**config.mk**
```make
export PLATFORM = sky130hd
export DESIGN_NAME = alu_exec_ctrl_flat
export DESIGN_NICKNAME = d
export VERILOG_FILES = /design/src/rtl/alu_exec_ctrl_if.sv /design/src/rtl/alu_exec_ctrl.sv /design/src/flat_wrapper.sv
export SDC_FILE = /design/constraint.sdc
export NUM_CORES = 1
export LEC_CHECK = 0
export CELL_PAD_IN_SITES_DETAIL_PLACEMENT = 2
export CELL_PAD_IN_SITES_GLOBAL_PLACEMENT = 2
export CORE_AREA = 2 2 74 76
export CTS_CLUSTER_DIAMETER = 60
export DETAILED_ROUTE_END_ITERATION = 12
export DIE_AREA = 0 0 76 78
export PLACE_DENSITY = 0.92
export SYNTH_ARGS = -nofsm -noshare
export SYNTH_HDL_FRONTEND = slang
export SYNTH_SLANG_ARGS = --single-unit
```
**constraint.sdc**
```tcl
create_clock -name clk -period 4.1 [get_ports clk]
set_input_delay 0.82 -clock clk [delete_from_list [all_inputs] [get_ports clk]]
set_output_delay 0.82 -clock clk [all_outputs]
set_load 0.1 [all_outputs]
```
**src/rtl/alu_exec_ctrl_if.sv**
```systemverilog
// Instruction and accumulator-output handshakes of the execute-stage controller.
// The slave side is the controller, the master side is the instruction source / result sink.
interface alu_exec_ctrl_if;
    logic       instr_valid;
    logic       instr_ready;
    logic [9:0] instr;
    logic       out_valid;
    logic       out_ready;
    logic [3:0] out_data;

    modport master (
        output instr_valid, instr, out_ready,
        input  instr_ready, out_valid, out_data
    );

    modport slave (
        input  instr_valid, instr, out_ready,
        output instr_ready, out_valid, out_data
    );
endinterface

```
**src/rtl/alu_exec_ctrl.sv**
```systemverilog
// Execute-stage controller wrapped around a 4-bit ALU: loads A/B, holds the ALU
// inputs for a settle window, writes F back to the accumulator and offers it downstream.
module alu_exec_ctrl #(
    parameter int SETTLE_CYCLES = 1,
    parameter int CNT_W         = 8
) (
    input  logic             clk,
    input  logic             rst,
    alu_exec_ctrl_if.slave   bus,
    output logic [3:0]       alu_sel,
    output logic [3:0]       alu_a,
    output logic [3:0]       alu_b,
    output logic             alu_m,
    output logic             alu_cn,
    input  logic [3:0]       alu_f,
    input  logic             alu_abflag,
    output logic             ab_flag,
    output logic             zero_flag,
    output logic             busy,
    output logic [CNT_W-1:0] op_count
);
    localparam logic [1:0] C_LDA  = 2'b00;
    localparam logic [1:0] C_LDB  = 2'b01;
    localparam logic [1:0] C_EXEC = 2'b10;
    localparam logic [1:0] C_OUT  = 2'b11;
    localparam logic [3:0] SETTLE_LOAD = 4'(SETTLE_CYCLES - 1);

    typedef enum logic [1:0] {
        S_IDLE = 2'b00,
        S_EXEC = 2'b01,
        S_OUT  = 2'b10
    } state_t;

    state_t     state;
    logic [3:0] acc;
    logic [3:0] breg;
    logic [3:0] cnt;
    logic       unused_instr;

    // instr[7:6] carry no meaning for any class
    assign unused_instr    = ^bus.instr[7:6];

    assign bus.instr_ready = (state == S_IDLE);
    assign busy            = (state != S_IDLE);
    assign alu_a           = acc;
    assign alu_b           = breg;

    always_ff @(posedge clk or posedge rst) begin
        if (rst) begin
            state         <= S_IDLE;
            acc           <= 4'd0;
            breg          <= 4'd0;
            cnt           <= 4'd0;
            alu_sel       <= 4'd0;
            alu_m         <= 1'b0;
            alu_cn        <= 1'b0;
            ab_flag       <= 1'b0;
            zero_flag     <= 1'b0;
            op_count      <= '0;
            bus.out_valid <= 1'b0;
            bus.out_data  <= 4'd0;
        end else begin
            case (state)
                S_IDLE: begin
                    if (bus.instr_valid) begin
                        case (bus.instr[9:8])
                            C_LDA: acc  <= bus.instr[3:0];
                            C_LDB: breg <= bus.instr[3:0];
                            C_EXEC: begin
                                alu_sel <= bus.instr[3:0];
                                alu_m   <= bus.instr[5];
                                alu_cn  <= bus.instr[4];
                                cnt     <= SETTLE_LOAD;
                                state   <= S_EXEC;
                            end
                            C_OUT: begin
                                bus.out_data  <= acc;
                                bus.out_valid <= 1'b1;
                                state         <= S_OUT;
                            end
                            default: state <= S_IDLE;
                        endcase
                    end
                end
                // ALU inputs are frozen here; F is sampled only once the window expires
                S_EXEC: begin
                    if (cnt == 4'd0) begin
                        acc       <= alu_f;
                        ab_flag   <= alu_abflag;
                        zero_flag <= (alu_f == 4'd0);
                        op_count  <= op_count + 1'b1;
                        state     <= S_IDLE;
                    end else begin
                        cnt <= cnt - 4'd1;
                    end
                end
                S_OUT: begin
                    if (bus.out_ready) begin
                        bus.out_valid <= 1'b0;
                        state         <= S_IDLE;
                    end
                end
                default: begin
                    bus.out_valid <= 1'b0;
                    state         <= S_IDLE;
                end
            endcase
        end
    end
endmodule

```
**src/flat_wrapper.sv**
```systemverilog
// flat-port wrapper written by rule: the top's interface ports become plain ports
module alu_exec_ctrl_flat 
#(
    parameter int SETTLE_CYCLES = 1,
    parameter int CNT_W         = 8
)
  (clk, rst, alu_sel, alu_a, alu_b, alu_m, alu_cn, alu_f, alu_abflag, ab_flag, zero_flag, busy, op_count, bus_instr_valid, bus_instr, bus_out_ready, bus_instr_ready, bus_out_valid, bus_out_data);
  alu_exec_ctrl_if bus_i ();
  input  logic clk;
  input  logic rst;
  output logic [3:0] alu_sel;
  output logic [3:0] alu_a;
  output logic [3:0] alu_b;
  output logic alu_m;
  output logic alu_cn;
  input  logic [3:0] alu_f;
  input  logic alu_abflag;
  output logic ab_flag;
  output logic zero_flag;
  output logic busy;
  output logic [CNT_W-1:0] op_count;
  input wire logic [$bits(bus_i.instr_valid)-1:0] bus_instr_valid;
  input wire logic [$bits(bus_i.instr)-1:0] bus_instr;
  input wire logic [$bits(bus_i.out_ready)-1:0] bus_out_ready;
  output wire logic [$bits(bus_i.instr_ready)-1:0] bus_instr_ready;
  output wire logic [$bits(bus_i.out_valid)-1:0] bus_out_valid;
  output wire logic [$bits(bus_i.out_data)-1:0] bus_out_data;
  assign bus_i.instr_valid = bus_instr_valid;
  assign bus_i.instr = bus_instr;
  assign bus_i.out_ready = bus_out_ready;
  assign bus_instr_ready = bus_i.instr_ready;
  assign bus_out_valid = bus_i.out_valid;
  assign bus_out_data = bus_i.out_data;
  alu_exec_ctrl #(.SETTLE_CYCLES(SETTLE_CYCLES), .CNT_W(CNT_W)) u_core (.clk(clk), .rst(rst), .bus(bus_i), .alu_sel(alu_sel), .alu_a(alu_a), .alu_b(alu_b), .alu_m(alu_m), .alu_cn(alu_cn), .alu_f(alu_f), .alu_abflag(alu_abflag), .ab_flag(ab_flag), .zero_flag(zero_flag), .busy(busy), .op_count(op_count));
endmodule
```
# After elaboration in Yosys (flattened, before gate mapping)

Index checks and enable logic that the tools add are counted.
W data, S select, Z words.

Bits in registers: 35
Latch bits: 0
Memory bits (writable): 0
Bits in read-only memories: 0
Output and inout port bits: 31
Memories kept: 0

Add/subtract/negate cells: 2
Multipliers: 0
Div/mod/pow operators: 0
$lt $le $gt $ge: 0
Equal/unequal tests: 13
Shifts and indexed selects: 0
Multiplexer cells: 17
Bitwise operators: 1
Reduce and logical (&&, ||, !) cells: 14

Operators with widths:

| operator              | count |
|---|---|
| $mux W4               | 6 |
| $pmux W4 S2           | 2 |
| $reduce_and A4 Y1     | 4 |
| $reduce_and A3 Y1     | 3 |
| $add A8 B1 Y8 const B | 1 |
| $logic_not A4 Y1      | 2 |
| $ne A2 B1 Y1 const B  | 4 |
| $eq A2 B2 Y1 const B  | 3 |
| $mux W2               | 3 |
| $ne A2 B2 Y1 const B  | 3 |
| $pmux W2 S3           | 1 |
| $eq A2 B1 Y1 const B  | 2 |
| $logic_not A2 Y1      | 2 |
| $pmux W2 S2           | 1 |
| $reduce_bool A2 Y1    | 2 |
| $sub A4 B1 Y4 const B | 1 |
| $mux W1               | 3 |
| $ne A3 B1 Y1 const B  | 1 |
| $pmux W1 S3           | 1 |
| $reduce_and A2 Y1     | 1 |
| $not A1 Y1            | 1 |

# Logic depth before layout (Yosys ltp)

Gate-level depths: netlist of run 1.

Depth after elaboration: 4
Mapped depth: 6

# Worst setup path before layout of run 1

Ideal clock, no wire load.

Kind: reg2out
Start: register u_core.state[0]
End: output busy
Arrival time: 2.707 ns
Slack: 0.573 ns
Stages on the path, launching flop included: 3
Path through: dfrtp_1 nor2_1 inv_1

Longest elaborated chain between the ends: 1

Ends and longest elaborated chain:

| element                | RTL line            | RTL |
|---|---|---|
| start, declared        | alu_exec_ctrl.sv:34 | `state_t state;` |
| start signal, assigned | alu_exec_ctrl.sv:50 | `state <= S_IDLE;` |
| start signal, assigned | alu_exec_ctrl.sv:74 | `state <= S_EXEC;` |
| start signal, assigned | alu_exec_ctrl.sv:79 | `state <= S_OUT;` |
| $reduce_bool A2 Y1     | alu_exec_ctrl.sv:44 | `assign busy = (state != S_IDLE);` |
| end, declared          | flat_wrapper.sv:20  | `output logic busy;` |

Every way passes these cells.

# Worst setup path in the final report of run 1

Start: register u_core.state[0]
End: output bus_instr_ready

Longest elaborated chain between the ends: 1

Ends and longest elaborated chain:

| element          | RTL line            | RTL |
|---|---|---|
| $logic_not A2 Y1 | alu_exec_ctrl.sv:43 | `assign bus.instr_ready = (state == S_IDLE);` |
| end, declared    | flat_wrapper.sv:25  | `output wire logic [$bits(bus_i.instr_ready)-1:0] bus_instr_ready;` |

Every way passes these cells.

==> flow_summary.yaml, run 1 <==
route:
  vias: 1201
  vias_per_cell: 4.92
  wl_per_cell_um: 19.9
  drt-initial-drc-count: 17
  drc: 0
  dr.pass1.iters: 4
  routed_wl_um: 4860
  ant_nets: 0
final_layout:
  fin_nets: 194
  layout_common_cells: "47 x clkdlybuf4s50_1, 35 x dfrtp_1, 24 x mux2_2"
  layout_commonest_cell: "clkdlybuf4s50_1"
  syn_to_final_growth_pct: 42.0
  layout-drive-gt1-share_pct: 20.1
  antenna_cells: 0
status:
  outcome: "finished, final reports clean"
flow_run:
  drv_cap: 0
timing:
  worst_pin_slew_ns: 1.02
  skew_ns: 0.00341
  hold_violations: 0
  fin_crit_sh_pct: 76.0
  grt_setup_unrepaired: "false"
  finalCriticalPeriod_ns: 3.12
  drv_slew: 0
  relSlewSlack_pct: 32.0
  max_freq_mhz: 321
  finalSetupTns_ns: 0
  setup_viol: 0
setup_path:
  arrival_ns: 2.30
  worstSetupStartpointType: "register"
  critical_path_class: "reg2out"
  crit_required_ns: 3.28
  critPathMaxFanout: 7
  worstSetupEndpointType: "output port"
global_routing:
  grt_pass1_wl_um: 7850
  antenna_found_initial: 0
  grtUsageTotal_pct: 17.4
  grt_overflow: 0
  first_global_vias: 1420
  grt_max_degree: 26
die:
  dieArea_mm2: 0.00593
  chipHeight_um: 78
  start_util_pct: 30.5
  core_mm2: 0.00504
  row_count: 26
  boundaryPins: 50
  die_x_um: 76
hold_path:
  hold_path_class: "reg2reg"
power:
  sw_frac_of_total_pct: 53.8
  finalPower_mw: 1.74
  power.density_mw_per_mm2: 796
  switchingPower_uw: 933
  comb_power_share_pct: 55.1
  internal_power_uw: 803
  peakVddDrop_mv: 0.587
  leakage_nw: 0.922
  clkPwrFrac_pct: 16.0
  seqPwrFrac_pct: 28.8
cts:
  post_cts_buffers: 0
  cts.clk_slew.worst_paths_ns: 0.07
  clock_path_buffers: 2
  cts_root_buf: "clkbuf_8"
  hold_buffers: 0
  tritoncts: "built"
  cts_buffers: 5
  clock-sinks: 35
  postCtsResizedCells: 0
  clkLatencyLatePin_ns: 0.29
  htree_levels: 2
synthesis:
  synth.distinct_cells: 31
  synth_adder_area_share_pct: 1.63
  synth_area_per_cell_um2: 12.7
  muxShareOfSynthArea_pct: 17.6
  synth_top_family_by_area: "multiplexers"
  synth_flop_cell: "dfrtp_1"
  async_flop_share_pct: 100
  synth_compound_area_share_pct: 4.64
  synth_edf_count: 0
  netlist_area_mm2: 0.00154
  synthSimpleGateAreaFrac_pct: 11.9
  syn_nets: 142
  synth_cells: 121
  synth_xor_area_share_pct: 3.99
  ys_ff_latch: 35
  yosysWarnings: 0
  ys_seq_area_share_pct: 57.0
placed_design:
  dpl.hpwl_um: 3510
  place_congestion: 0.731
  port_buffers: 47
## power by group through the flow
stage / clock network, mW / registers [mW] / logic, mW
4_1_cts: 0.284 / 0.501 / 0.965
2_1_floorplan: 0 / 1.08 / 0.127
5_1_grt: 0.298 / 0.510 / 0.980
3_3_place_gp: 0 / 0.491 / 0.939
3_5_place_dp: 0 / 0.500 / 0.957
6_report: 0.278 / 0.500 / 0.957
## cells in the mapped netlist (2+ instances only)
cell | n | share of area, %
dfrtp_1 | 35 | 57
mux2_2 | 24 | 18
inv_1 | 8 | 2.0
nand2_1 | 8 | 2.0
nor4_1 | 5 | 2.0
o21ai_0 | 5 | 1.6
nand3_1 | 4 | 1.3
xor2_1 | 4 | 2.3
xnor2_1 | 3 | 1.7
ha_1 | 2 | 1.6
nor2_1 | 2 | 0.49
o22ai_1 | 2 | 0.81
## registers in the layout (all words and copies together), names as in the netlist, 2 cells and up
register,count
u_core.state,2
u_core.alu_sel,4
u_core.alu_a,4
u_core.cnt,4
u_core.alu_b,4
u_core.bus.out_data,4
u_core.op_count,8
## worst max-delay path: stages, from the launching register on
cell	delay [ns]
dfrtp_1	0.47
nor2_1	0.33
clkdlybuf4s50_1	1.21
## stage by stage
| stage | cells | setup slack [ns] | instance area (µm²) | hold WS [ns] | util, % |
|---|---|---|---|---|---|
| floorplan | 121 | 0.573 | 1540 | 0.526 | - |
| global placement | 236 | 1.42 | 2080 | 0.457 | 41.3 |
| global route | 244 | 0.877 | 2180 | 0.496 | 43.3 |
| finish | 244 | 0.985 | 2180 | 0.478 | 43.3 |
| detailed placement | 236 | 1.36 | 2080 | 0.477 | 41.3 |
| CTS | 244 | 0.957 | 2180 | 0.487 | 43.3 |
## worst paths after layout
path                                           startpoint  slack (ns)  cells after the start                             end
setup / recovery              u_core.state[0]$_DFFE_PP0P_        0.98                      2                 bus_instr_ready
hold / removal             u_core.op_count[7]$_DFFE_PP0P_        0.48                      1  u_core.op_count[7]$_DFFE_PP0P_
setup reg to reg                u_core.cnt[0]$_DFFE_PP0P_        1.85                      5     u_core.alu_a[1]$_DFFE_PP0P_
hold reg to reg            u_core.op_count[7]$_DFFE_PP0P_        0.48                      1  u_core.op_count[7]$_DFFE_PP0P_
max in group asynchronous                             rst        2.28                      3  u_core.op_count[2]$_DFFE_PP0P_
min in group asynchronous                             rst        1.09                      2     u_core.alu_b[3]$_DFFE_PP0P_
## cells by family after synthesis
group	after synthesis
multiplexers	24
XOR/XNOR	7
AO/OA/AOI/OAI	11
buffers and inverters	11
adder cells (fa/ha/maj)	2
AND/OR/NAND/NOR	31
flip-flops	35
## area by class of cell
class | count | area, µm²
Fill cell | 484 | 2860
Sequential cell | 35 | 876
Multi-Input combinational cell | 75 | 611
Timing Repair Buffer | 48 | 478
Clock buffer | 8 | 100
Tap cell | 70 | 87.6
Inverter | 8 | 30.0
## layer usage
| metal | share of wire, % | vias up | GRT usage (%) |
|---|---|---|---|
| met4 | 1.1 | 0 | 4.91 |
| met5 | 0 | - | 0 |
| met2 | 53 | 40 | 32.0 |
| li1 | - | 530 | - |
| met1 | 39 | 626 | 18.9 |
| met3 | 6.8 | 5 | 6.40 |
No activity file was read; power rests on OpenSTA's default activity.
==> run 2, diff against run 1 <==
--- a/config.mk
+++ b/config.mk
@@ -7,11 +7,11 @@
 export LEC_CHECK = 0
 export CELL_PAD_IN_SITES_DETAIL_PLACEMENT = 2
 export CELL_PAD_IN_SITES_GLOBAL_PLACEMENT = 2
-export CORE_AREA = 2 2 74 76
+export CORE_AREA = 2 2 80 82
 export CTS_CLUSTER_DIAMETER = 60
 export DETAILED_ROUTE_END_ITERATION = 12
-export DIE_AREA = 0 0 76 78
-export PLACE_DENSITY = 0.92
+export DIE_AREA = 0 0 82 84
+export PLACE_DENSITY = 0.85
 export SYNTH_ARGS = -nofsm -noshare
 export SYNTH_HDL_FRONTEND = slang
 export SYNTH_SLANG_ARGS = --single-unit
==> constraint.sdc (replaced) <==
create_clock -name clk -period 2.8 [get_ports clk]
set_input_delay 0.56 -clock clk [delete_from_list [all_inputs] [get_ports clk]]
set_output_delay 0.56 -clock clk [all_outputs]
set_load 0.1 [all_outputs]
==> flow_summary.yaml, run 2 (same netlist as run 1, synthesis figures left out) <==
setup_path:
  r2r_setup_slack_ns: 0.56
  worstSetupStartpointType: "register"
  crit_path_cell_trace: "inv_1, ha_1, or3b_2, o22ai_1, mux2_2"
  critPathMaxFanout: 9
  r2r-start: "u_core.cnt[0]$_DFFE_PP0P_"
  arrival_ns: 2.41
  cp_slowest_stage_delay_ns: 0.59
  crit_required_ns: 2.97
  slowest_stage: "or3b_2"
  worstSetupEndpointType: "register"
  critical_path_class: "reg2reg"
  crit_start: "u_core.cnt[0]$_DFFE_PP0P_"
route:
  drt-initial-drc-count: 25
  drc: 0
  vias_per_cell: 4.67
  vias: 1177
  ant_nets: 0
  dr.pass1.iters: 4
  routed_wl_um: 4060
  wl_per_cell_um: 16.1
final_layout:
  layout_commonest_cell: "dfrtp_1"
  top_register: "u_core.op_count"
  fin_nets: 195
  antenna_cells: 0
  nFillCells: 668
  layout_common_cells: "35 x dfrtp_1, 33 x buf_4, 24 x mux2_2"
  layout-drive-gt1-share_pct: 39.4
  syn_to_final_growth_pct: 38.4
  largest_register_ffs: 8
timing:
  setup_viol: 0
  drv_slew: 0
  hold_violations: 0
  max_freq_mhz: 447
  relSlewSlack_pct: 67.5
  fin_crit_sh_pct: 80.0
  finalSetupTns_ns: 0
  worst_pin_slew_ns: 0.486
  finalCriticalPeriod_ns: 2.24
  grt_setup_unrepaired: "false"
  skew_ns: 0.00997
cts:
  clock_path_buffers: 2
  cts_buffers: 5
  htree_levels: 2
  postCtsResizedCells: 0
  post_cts_buffers: 0
  cts.clk_slew.worst_paths_ns: 0.08
  hold_buffers: 0
  cts_root_buf: "clkbuf_8"
  tritoncts: "built"
  clock-sinks: 35
  clkLatencyLatePin_ns: 0.29
power:
  clkPwrFrac_pct: 16.8
  comb_power_share_pct: 54.1
  sw_frac_of_total_pct: 54.1
  leakage_nw: 0.962
  peakVddDrop_mv: 0.752
  finalPower_mw: 2.46
  internal_power_mw: 1.13
  power.density_mw_per_mm2: 1160
  seqPwrFrac_pct: 29.2
  switchingPower_mw: 1.33
die:
  boundaryPins: 50
  start_util_pct: 25.2
  chipHeight_um: 84
  die_x_um: 82
  dieArea_mm2: 0.00689
  core_mm2: 0.00610
  row_count: 29
global_routing:
  grt_overflow: 0
  first_global_vias: 1372
  grt_pass1_wl_um: 6820
  grtUsageTotal_pct: 12.9
  grt_max_degree: 36
  antenna_found_initial: 0
flow_run:
  drv_cap: 0
placed_design:
  port_buffers: 47
  dpl.hpwl_um: 3040
  place_congestion: 0.711
status:
  outcome: "finished, final reports clean"
hold_path:
  hold_start: "u_core.op_count[7]$_DFFE_PP0P_"
  hold_path_class: "reg2reg"
-- run 2: cell types whose count changed in the layout (fill, tap and decap cells not counted) --
cell | before | now
nor2_1 | 2 | 1
clkinvlp_4 | 0 | 1
buf_4 | 1 | 33
nor2_2 | 0 | 1
clkdlybuf4s50_1 | 47 | 16
clkbuf_1 | 1 | 0
-- run 2: path summary, 6_finish.rpt --
kind                                               endpoint  cells after the start
setup / recovery                u_core.alu_a[2]$_DFFE_PP0P_                      5
hold / removal               u_core.op_count[7]$_DFFE_PP0P_                      1
setup reg to reg                u_core.alu_a[2]$_DFFE_PP0P_                      5
hold reg to reg              u_core.op_count[7]$_DFFE_PP0P_                      1
max in group asynchronous  u_core.bus.out_valid$_DFFE_PP0P_                      3
min in group asynchronous    u_core.op_count[1]$_DFFE_PP0P_                      3
-- run 2: per-stage QoR --
step	hold WS, ns	instance area (µm²)	worst slack [ns]	cells	util (%)
2_1_floorplan	0.526	1540	0.229	121	-
5_1_grt	0.512	2130	0.444	252	34.9
4_1_cts	0.500	2130	0.547	252	34.9
3_5_place_dp	0.490	2020	0.343	244	33.2
3_3_place_gp	0.461	2020	0.389	244	33.2
6_report	0.493	2130	0.561	252	34.9
-- run 2: final cells by class --
cell class | count | area, µm² | share of cell area [%]
well taps | 77 | 96.3 | 4.53
repair buffers | 49 | 408 | 19.2
multi-input cells | 75 | 613 | 28.8
clock inverters | 1 | 7.51 | 0.353
clock buffers | 7 | 96.3 | 4.53
flip-flops and latches | 35 | 876 | 41.2
inverters | 8 | 30.0 | 1.41
-- run 2: critical path, delay by kind of cell (launching register included) --
family	cells	cell delay, ns
and+or+nand+nor	1	0.59
DFF	1	0.41
AOI/OAI and AO/OA	1	0.39
muxes	1	0.39
adders and majority gates	1	0.23
buffers and inverters	1	0.12
-- run 2: per-layer routing --
layer	share of wire, %	track usage [%]
met5	0	0
met4	0.71	3.64
met3	4.0	3.14
met2	55	22.9
met1	40	15.2
-- run 2: power by group through the flow --
stage / Combinational (mW) / Sequential, mW / Clock (mW)
floorplan: 0.187 / 1.58 / 0
global placement: 1.32 / 0.730 / 0
detailed placement: 1.34 / 0.733 / 0
CTS: 1.34 / 0.723 / 0.431
global route: 1.37 / 0.742 / 0.447
finish: 1.33 / 0.719 / 0.413
